--- config.mk ---
export PLATFORM = sky130hd
export DESIGN_NAME = pipe_ctrl
export DESIGN_NICKNAME = d
export VERILOG_FILES = /design/src/rtl/pipe_ctrl.sv
export SDC_FILE = /design/constraint.sdc
export NUM_CORES = 1
export LEC_CHECK = 0
export ABC_AREA = 1
export CORE_MARGIN = 3
export CORE_UTILIZATION = 47
export DETAILED_ROUTE_END_ITERATION = 8
export PLACE_DENSITY = 0.83
export SYNTH_ARGS = -nofsm -noshare
export SYNTH_HDL_FRONTEND = slang
export SYNTH_SLANG_ARGS = --single-unit
--- constraint.sdc ---
create_clock -name clk_i -period 2.19 [get_ports clk_i]
set_input_delay 0.219 -clock clk_i [delete_from_list [all_inputs] [get_ports clk_i]]
set_output_delay 0.219 -clock clk_i [all_outputs]
set_load 0.05 [all_outputs]
--- src/rtl/pipe_ctrl.sv ---
// Stall/flush sequencer for the 5-stage pipeline: load-use, branch flush, dmem handshake + watchdog.
// Optional macro PIPE_PERF_EN adds stall_cycles_o (saturating count of PC-stalled cycles).
module pipe_ctrl #(
  parameter int MEM_TIMEOUT = 15
) (
  input  logic        clk_i,
  input  logic        rst_i,
  input  logic        IDEX_MemRead_i,
  input  logic [4:0]  IDEX_rt_i,
  input  logic [4:0]  IFID_rs_i,
  input  logic [4:0]  IFID_rt_i,
  input  logic        branch_taken_i,
  input  logic        EXMEM_MemRead_i,
  input  logic        EXMEM_MemWrite_i,
  input  logic        dmem_ack_i,
  output logic        dmem_req_o,
  output logic        PC_en_o,
  output logic        IFID_en_o,
  output logic        IDEX_en_o,
  output logic        EXMEM_en_o,
  output logic        MEMWB_en_o,
  output logic        IFID_flush_o,
  output logic        IDEX_bubble_o,
  output logic        MEMWB_bubble_o,
`ifdef PIPE_PERF_EN
  output logic [31:0] stall_cycles_o,
`endif
  output logic        timeout_o
);

  typedef enum logic [1:0] {RUN = 2'd0, MEM_WAIT = 2'd1, ERROR = 2'd2} state_t;

  localparam logic [7:0] TO_LAST = 8'(MEM_TIMEOUT - 1);

  state_t     r_state;
  logic [7:0] r_wait_cnt;
  logic       r_timeout;
  logic       w_memop;
  logic       w_loaduse;

  assign w_memop   = EXMEM_MemRead_i | EXMEM_MemWrite_i;
  assign w_loaduse = IDEX_MemRead_i && (IDEX_rt_i != 5'd0) &&
                     ((IDEX_rt_i == IFID_rs_i) || (IDEX_rt_i == IFID_rt_i));
  assign timeout_o = r_timeout;

  always_ff @(posedge clk_i) begin
    if (rst_i) begin
      r_state    <= RUN;
      r_wait_cnt <= 8'd0;
      r_timeout  <= 1'b0;
    end else begin
      case (r_state)
        RUN: begin
          if (w_memop && !dmem_ack_i) begin
            r_state    <= MEM_WAIT;
            r_wait_cnt <= 8'd0;
          end
        end
        MEM_WAIT: begin
          r_wait_cnt <= r_wait_cnt + 8'd1;
          // an ack arriving on the last allowed cycle still completes the access
          if (dmem_ack_i) begin
            r_state <= RUN;
          end else if (r_wait_cnt == TO_LAST) begin
            r_state   <= ERROR;
            r_timeout <= 1'b1;
          end
        end
        ERROR:   r_state <= ERROR;
        default: r_state <= RUN;
      endcase
    end
  end

  always_comb begin
    dmem_req_o     = 1'b0;
    PC_en_o        = 1'b1;
    IFID_en_o      = 1'b1;
    IDEX_en_o      = 1'b1;
    EXMEM_en_o     = 1'b1;
    MEMWB_en_o     = 1'b1;
    IFID_flush_o   = 1'b0;
    IDEX_bubble_o  = 1'b0;
    MEMWB_bubble_o = 1'b0;
    if (rst_i) begin
      IFID_flush_o   = 1'b1;
      IDEX_bubble_o  = 1'b1;
      MEMWB_bubble_o = 1'b1;
    end else if (r_state == ERROR) begin
      PC_en_o    = 1'b0;
      IFID_en_o  = 1'b0;
      IDEX_en_o  = 1'b0;
      EXMEM_en_o = 1'b0;
      MEMWB_en_o = 1'b0;
    end else if (r_state == MEM_WAIT) begin
      dmem_req_o = 1'b1;
      if (!dmem_ack_i) begin
        PC_en_o        = 1'b0;
        IFID_en_o      = 1'b0;
        IDEX_en_o      = 1'b0;
        EXMEM_en_o     = 1'b0;
        MEMWB_bubble_o = 1'b1;
      end
    end else if (w_memop && !dmem_ack_i) begin
      // freeze everything upstream of MEM; MEMWB drains a bubble
      dmem_req_o     = 1'b1;
      PC_en_o        = 1'b0;
      IFID_en_o      = 1'b0;
      IDEX_en_o      = 1'b0;
      EXMEM_en_o     = 1'b0;
      MEMWB_bubble_o = 1'b1;
    end else begin
      dmem_req_o = w_memop;
      if (w_loaduse) begin
        PC_en_o       = 1'b0;
        IFID_en_o     = 1'b0;
        IDEX_bubble_o = 1'b1;
      end else if (branch_taken_i) begin
        IFID_flush_o = 1'b1;
      end
    end
  end

`ifdef PIPE_PERF_EN
  logic [31:0] r_stall_cnt;
  assign stall_cycles_o = r_stall_cnt;

  always_ff @(posedge clk_i) begin
    if (rst_i)
      r_stall_cnt <= 32'd0;
    else if (!PC_en_o && (r_stall_cnt != 32'hFFFF_FFFF))
      r_stall_cnt <= r_stall_cnt + 32'd1;
  end
`endif

endmodule

* Yosys cells after proc, flatten, opt, wreduce, memory -nomap -nowiden
Index checks and enable logic that the tools add are counted.
Storage, ports and cells: register bits after elaboration 11, output and inout port bits 10
Cells by class: add/sub/neg operators 1, equal/unequal tests 7, multiplexer cells 38, bitwise operators 2, reduce and logical (&&, ||, !) cells 11
Operators by type and width (count):
- $mux W1 | 32
- $pmux W8 S2 | 1
- $eq A5 B5 Y1 | 2
- $add A8 B1 Y8 const B | 1
- $eq A8 B4 Y1 const B | 1
- $mux W8 | 1
- $mux W2 | 3
- $pmux W2 S3 | 1
- $reduce_bool A5 Y1 | 1
- $reduce_and A2 Y1 | 2
- $logic_and A1 B1 Y1 | 3
- $ne A3 B3 Y1 const B | 1
- $reduce_and A3 Y1 | 1
- $eq A2 B1 Y1 const B | 1
- $eq A2 B2 Y1 const B | 1
- $logic_not A2 Y1 | 1
- $ne A2 B2 Y1 const B | 1
- $reduce_bool A2 Y1 | 1
- $logic_not A1 Y1 | 1
- $logic_or A1 B1 Y1 | 1
- $not A1 Y1 | 1
- $or A1 B1 Y1 | 1

* Logic depth before layout (Yosys ltp)
depth in word-level cells 8, depth in mapped cells 12

* Least setup slack after synthesis
No wires, ideal clock.
path type flip-flop to output port, from register r_state[0], to output port dmem_req_o, data arrival time 1.815 ns, data required time 1.971 ns, path slack 0.156 ns, cell stages (with the launch flop) 5, buffers on the path 0, path through dfxtp_1 inv_2 nor2_4 inv_4 a211oi_1
On the way: word-level cells in the longest chain between the ends 4, elaborated cells between the ends (all ways) 5
Ends and longest elaborated chain:
- start, declared | line 35 | state_t r_state;
- start signal, assigned | line 48 | r_state <= RUN;
- start signal, assigned | line 55 | r_state <= MEM_WAIT;
- start signal, assigned | line 63 | r_state <= RUN;
- $eq A2 B1 Y1 | line 95 | end else if (r_state == MEM_WAIT) begin
- $mux W1 | line 95
- $mux W1 * | line 89 | end else if (r_state == ERROR) begin
- $mux W1 * | line 85 | if (rst_i) begin
- end, declared | line 16 | output logic dmem_req_o,
Every way passes the cells marked *; elsewhere a longest branch is shown, timed or not.

* Worst setup path in the final report
from input port IDEX_rt_i[1], to output port IDEX_bubble_o
On the way: word-level cells in the longest chain between the ends 8, elaborated cells between the ends (all ways) 11
Ends and longest elaborated chain:
- start, declared | line 9 | input logic [4:0] IDEX_rt_i,
- $eq A5 B5 Y1 or $reduce_bool A5 Y1 (tied branches) | line 43, 42
- $logic_or A1 B1 Y1 or $logic_and A1 B1 Y1 (tied branches) | line 43, 42
- $logic_and A1 B1 Y1 * | line 42 | assign w_loaduse = IDEX_MemRead_i && (IDEX_rt_i != 5'd0) &&
- $mux W1 * | line 114 | if (w_loaduse) begin
- $mux W1 * | line 104 | end else if (w_memop && !dmem_ack_i) begin
- $mux W1 * | line 95
- $mux W1 * | line 89
- $mux W1 * | line 85
- end, declared | line 23 | output logic IDEX_bubble_o,
Marked as above.

==> flow_summary.json <==
{
  "outcome": "complete, no violations",
  "ys_seq_elements": 11,
  "final_cell_area_um2": 1325,
  "yosysWarningCount": 0,
  "clockBufferDepth": 2,
  "hold_end": "r_wait_cnt[7]$_SDFFE_PP0P_",
  "htreeDepth": 1,
  "first_iter_violations": 14,
  "p_sw_frac": 0.3443,
  "drive_above_1_share": 0.1788,
  "cts_tree": "done",
  "clk_pin_slew_ps": 70,
  "synthFlopType": "dfxtp_1",
  "finalCritPeriodShare": 0.9249,
  "gr-total-overflow": 0,
  "finalHoldViolations": 0,
  "dp_cells": 199,
  "worst_slew_pin_slew_ps": 491.7,
  "leakagePower_nw": 0.5990,
  "cts_sinks": 11,
  "end_kind": "primary output",
  "hold_path_class": "flop to flop",
  "die_y_um": 49.23,
  "grt_pass1_vias": 936,
  "power.density_nw_per_um2": 434.0,
  "worst_clock_skew_ps": 2.090,
  "final_net_count": 204,
  "antenna_cells": 0,
  "peakVddDrop_mv": 0.4272,
  "p_comb_frac": 0.397,
  "grt_start_max_net_pins": 10,
  "maxSlewHeadroom": 0.6712,
  "fmax_mhz": 493.7,
  "arrival_ps": 1810,
  "rsz0062_at_grt": "no",
  "postCtsHoldBufs": 0,
  "finalCriticalPeriod_ps": 2026,
  "yosysUniqueCellTypes": 26,
  "clkLatencyLatePin_ps": 270,
  "min_path_cells": 2,
  "synth_area_um2": 878.3,
  "rrSetupSlack_ps": 880,
  "synthArstFlopShare": 0,
  "ys_top_cells_by_count": "nand2_1 (41), inv_1 (22), nor2_1 (14), dfxtp_1 (11), nand3_1 (9)",
  "pwr-share-clk": 0.242,
  "ant_nets": 0,
  "area_growth_pct": 50.85,
  "globalplace.congestion": 0.8158,
  "top_usage_layer": "met2",
  "gr-usage-met2": 0.3795,
  "syn_area_per_cell_um2": 6.016,
  "dp_slack_ps": 188.8,
  "antenna_found_initial": 0,
  "internal-power_mw": 0.3771,
  "cts-resized-gates": 0,
  "start_kind": "input port",
  "wl_um": 2289,
  "placed_cell_area_um2": 1297,
  "synth_top_cell_area_share": 0.2507,
  "die_w_um": 49.23,
  "drt_pre_antenna_iters": 6,
  "r2r_cells": 6,
  "port_buffers": 31,
  "yosysMostFrequentCell": "nand2_1",
  "finalSetupViolCount": 0,
  "r2r-start": "r_wait_cnt[1]$_SDFFE_PP0P_",
  "timing.rr.end": "r_wait_cnt[6]$_SDFFE_PP0P_",
  "fin_cells": 203,
  "report.final.slew_viol_count": 0,
  "worstPathMaxFanout": 3,
  "setup_ws_ps": 164.4,
  "pwr-share-seq": 0.361,
  "grtUsageMet3": 0.05810,
  "fin_setup_tns_ps": 0,
  "cts-root-buf": "clkbuf_4",
  "synth_top_cell_by_area": "dfxtp_1",
  "grt_pass1_wl_um": 3912,
  "power_switching_mw": 0.1980,
  "rows": 14,
  "core_um2": 1629,
  "die-area_um2": 2424,
  "route.detailed.drc": 0,
  "synth-edff-count": 0,
  "synth_area_leaders": "dfxtp_1 (25%), nand2_1 (18%), inv_1 (9.4%)",
  "synth_nets": 170,
  "worst-setup-path-type": "input port to primary output",
  "use_met1": 0.2362,
  "required_ps": 1970,
  "synthCells": 146,
  "io_pins": 32,
  "initial_core_util": 0.5392,
  "worstHoldStart": "r_wait_cnt[7]$_SDFFE_PP0P_",
  "grt_use_total": 0.2051,
  "cts_buffers": 3,
  "yosysSeqAreaShare": 0.2507,
  "vias_per_cell": 5.034,
  "post_cts_buffers": 0,
  "dr_total_vias": 1022,
  "max_cap_violations": 0,
  "wl_per_cell_um": 11.28,
  "post-dp-hpwl_um": 1938
}
worst max-delay path, cell delays in order:
cell	delay (ps)
clkdlybuf4s50_1	510
inv_1	90
nand2_1	80
nand2_1	80
nor2_1	120
nand3_1	80
nand2_1	80
nand2_1	70
o21ai_0	310
buf_12	190
cell families after synthesis:
logic type                 count (synthesis)  share of synthesized area
and+or+nand+nor                           79                     0.4131
buffers and inverters                     30                     0.1396
DFF                                       11                     0.2507
AOI/OAI and AO/OA                         21                     0.1382
adders and majority gates                  2                    0.02849
xor gates and xnor gates                   3                    0.02992
layer usage:
| layer | vias up | share of wire |
|---|---|---|
| met2 | 47 | 0.52 |
| met4 | 0 | 0.018 |
| met5 | - | 0 |
| met3 | 8 | 0.059 |
| met1 | 446 | 0.40 |
| li1 | 521 | - |
sequential cells by signal, indices dropped and copies added (netlist names):
name and flops:
r_wait_cnt 8, r_state 2, timeout_o 1
cells in the final DEF, fill, tap and decap left out:
cell	n
nand3_2	1
nor2_1	14
nand4_1	3
xor2_1	1
inv_4	1
nor2_4	2
a211oi_2	1
nand2_1	41
or2_1	1
a21oi_1	7
ha_1	2
nor3_2	1
a211oi_1	1
clkinv_2	1
nand3_1	9
clkbuf_4	3
a22oi_1	1
buf_12	9
inv_2	4
dfxtp_1	11
clkdlybuf4s50_1	22
nor2_2	6
o21ai_0	5
inv_1	22
buf_4	1
o21ai_1	5
or2_2	1
a21oi_2	1
xnor2_1	2
cell type report:
type | count | area, um2
clock buffers | 3 | 22.52
fillers | 120 | 304.0
inverters | 27 | 103.9
multi-input cells | 105 | 535.5
repair buffers | 32 | 407.9
clock inverters | 1 | 5.005
well taps | 24 | 30.03
flip-flops and latches | 11 | 220.2
worst max-delay path by stage:
| stage | from | endpoint | slack, ps |
|---|---|---|---|
| floorplan | r_state[0]$_SDFFE_PP0P_ | dmem_req_o | 160 |
| global placement | IDEX_rt_i[0] | IDEX_bubble_o | 230 |
| detailed placement | IDEX_rt_i[1] | IDEX_bubble_o | 190 |
| CTS | IDEX_rt_i[1] | IDEX_bubble_o | 170 |
| global route | IDEX_rt_i[1] | PC_en_o | 100 |
| finish | IDEX_rt_i[1] | IDEX_bubble_o | 160 |
per-stage QoR:
stage | hold slack [ps] | total power [mW] | util
finish | 471.1 | 0.5751 | 0.8134
global route | 504.7 | 0.6064 | 0.8134
CTS | 477.4 | 0.5784 | 0.8134
detailed placement | 463.0 | 0.4390 | 0.7965
global placement | 447.3 | 0.4346 | 0.7965
floorplan | 427.3 | 0.3302 | -
power by group through the flow:
stage	registers [mW]	logic [mW]	clock network [mW]
final	0.208	0.228	0.139
after global routing	0.208	0.244	0.154
after CTS	0.208	0.228	0.143
after detailed placement	0.212	0.227	0
after global placement	0.212	0.223	0
after floorplan	0.212	0.118	0
No activity file was read; power rests on OpenSTA's default activity.
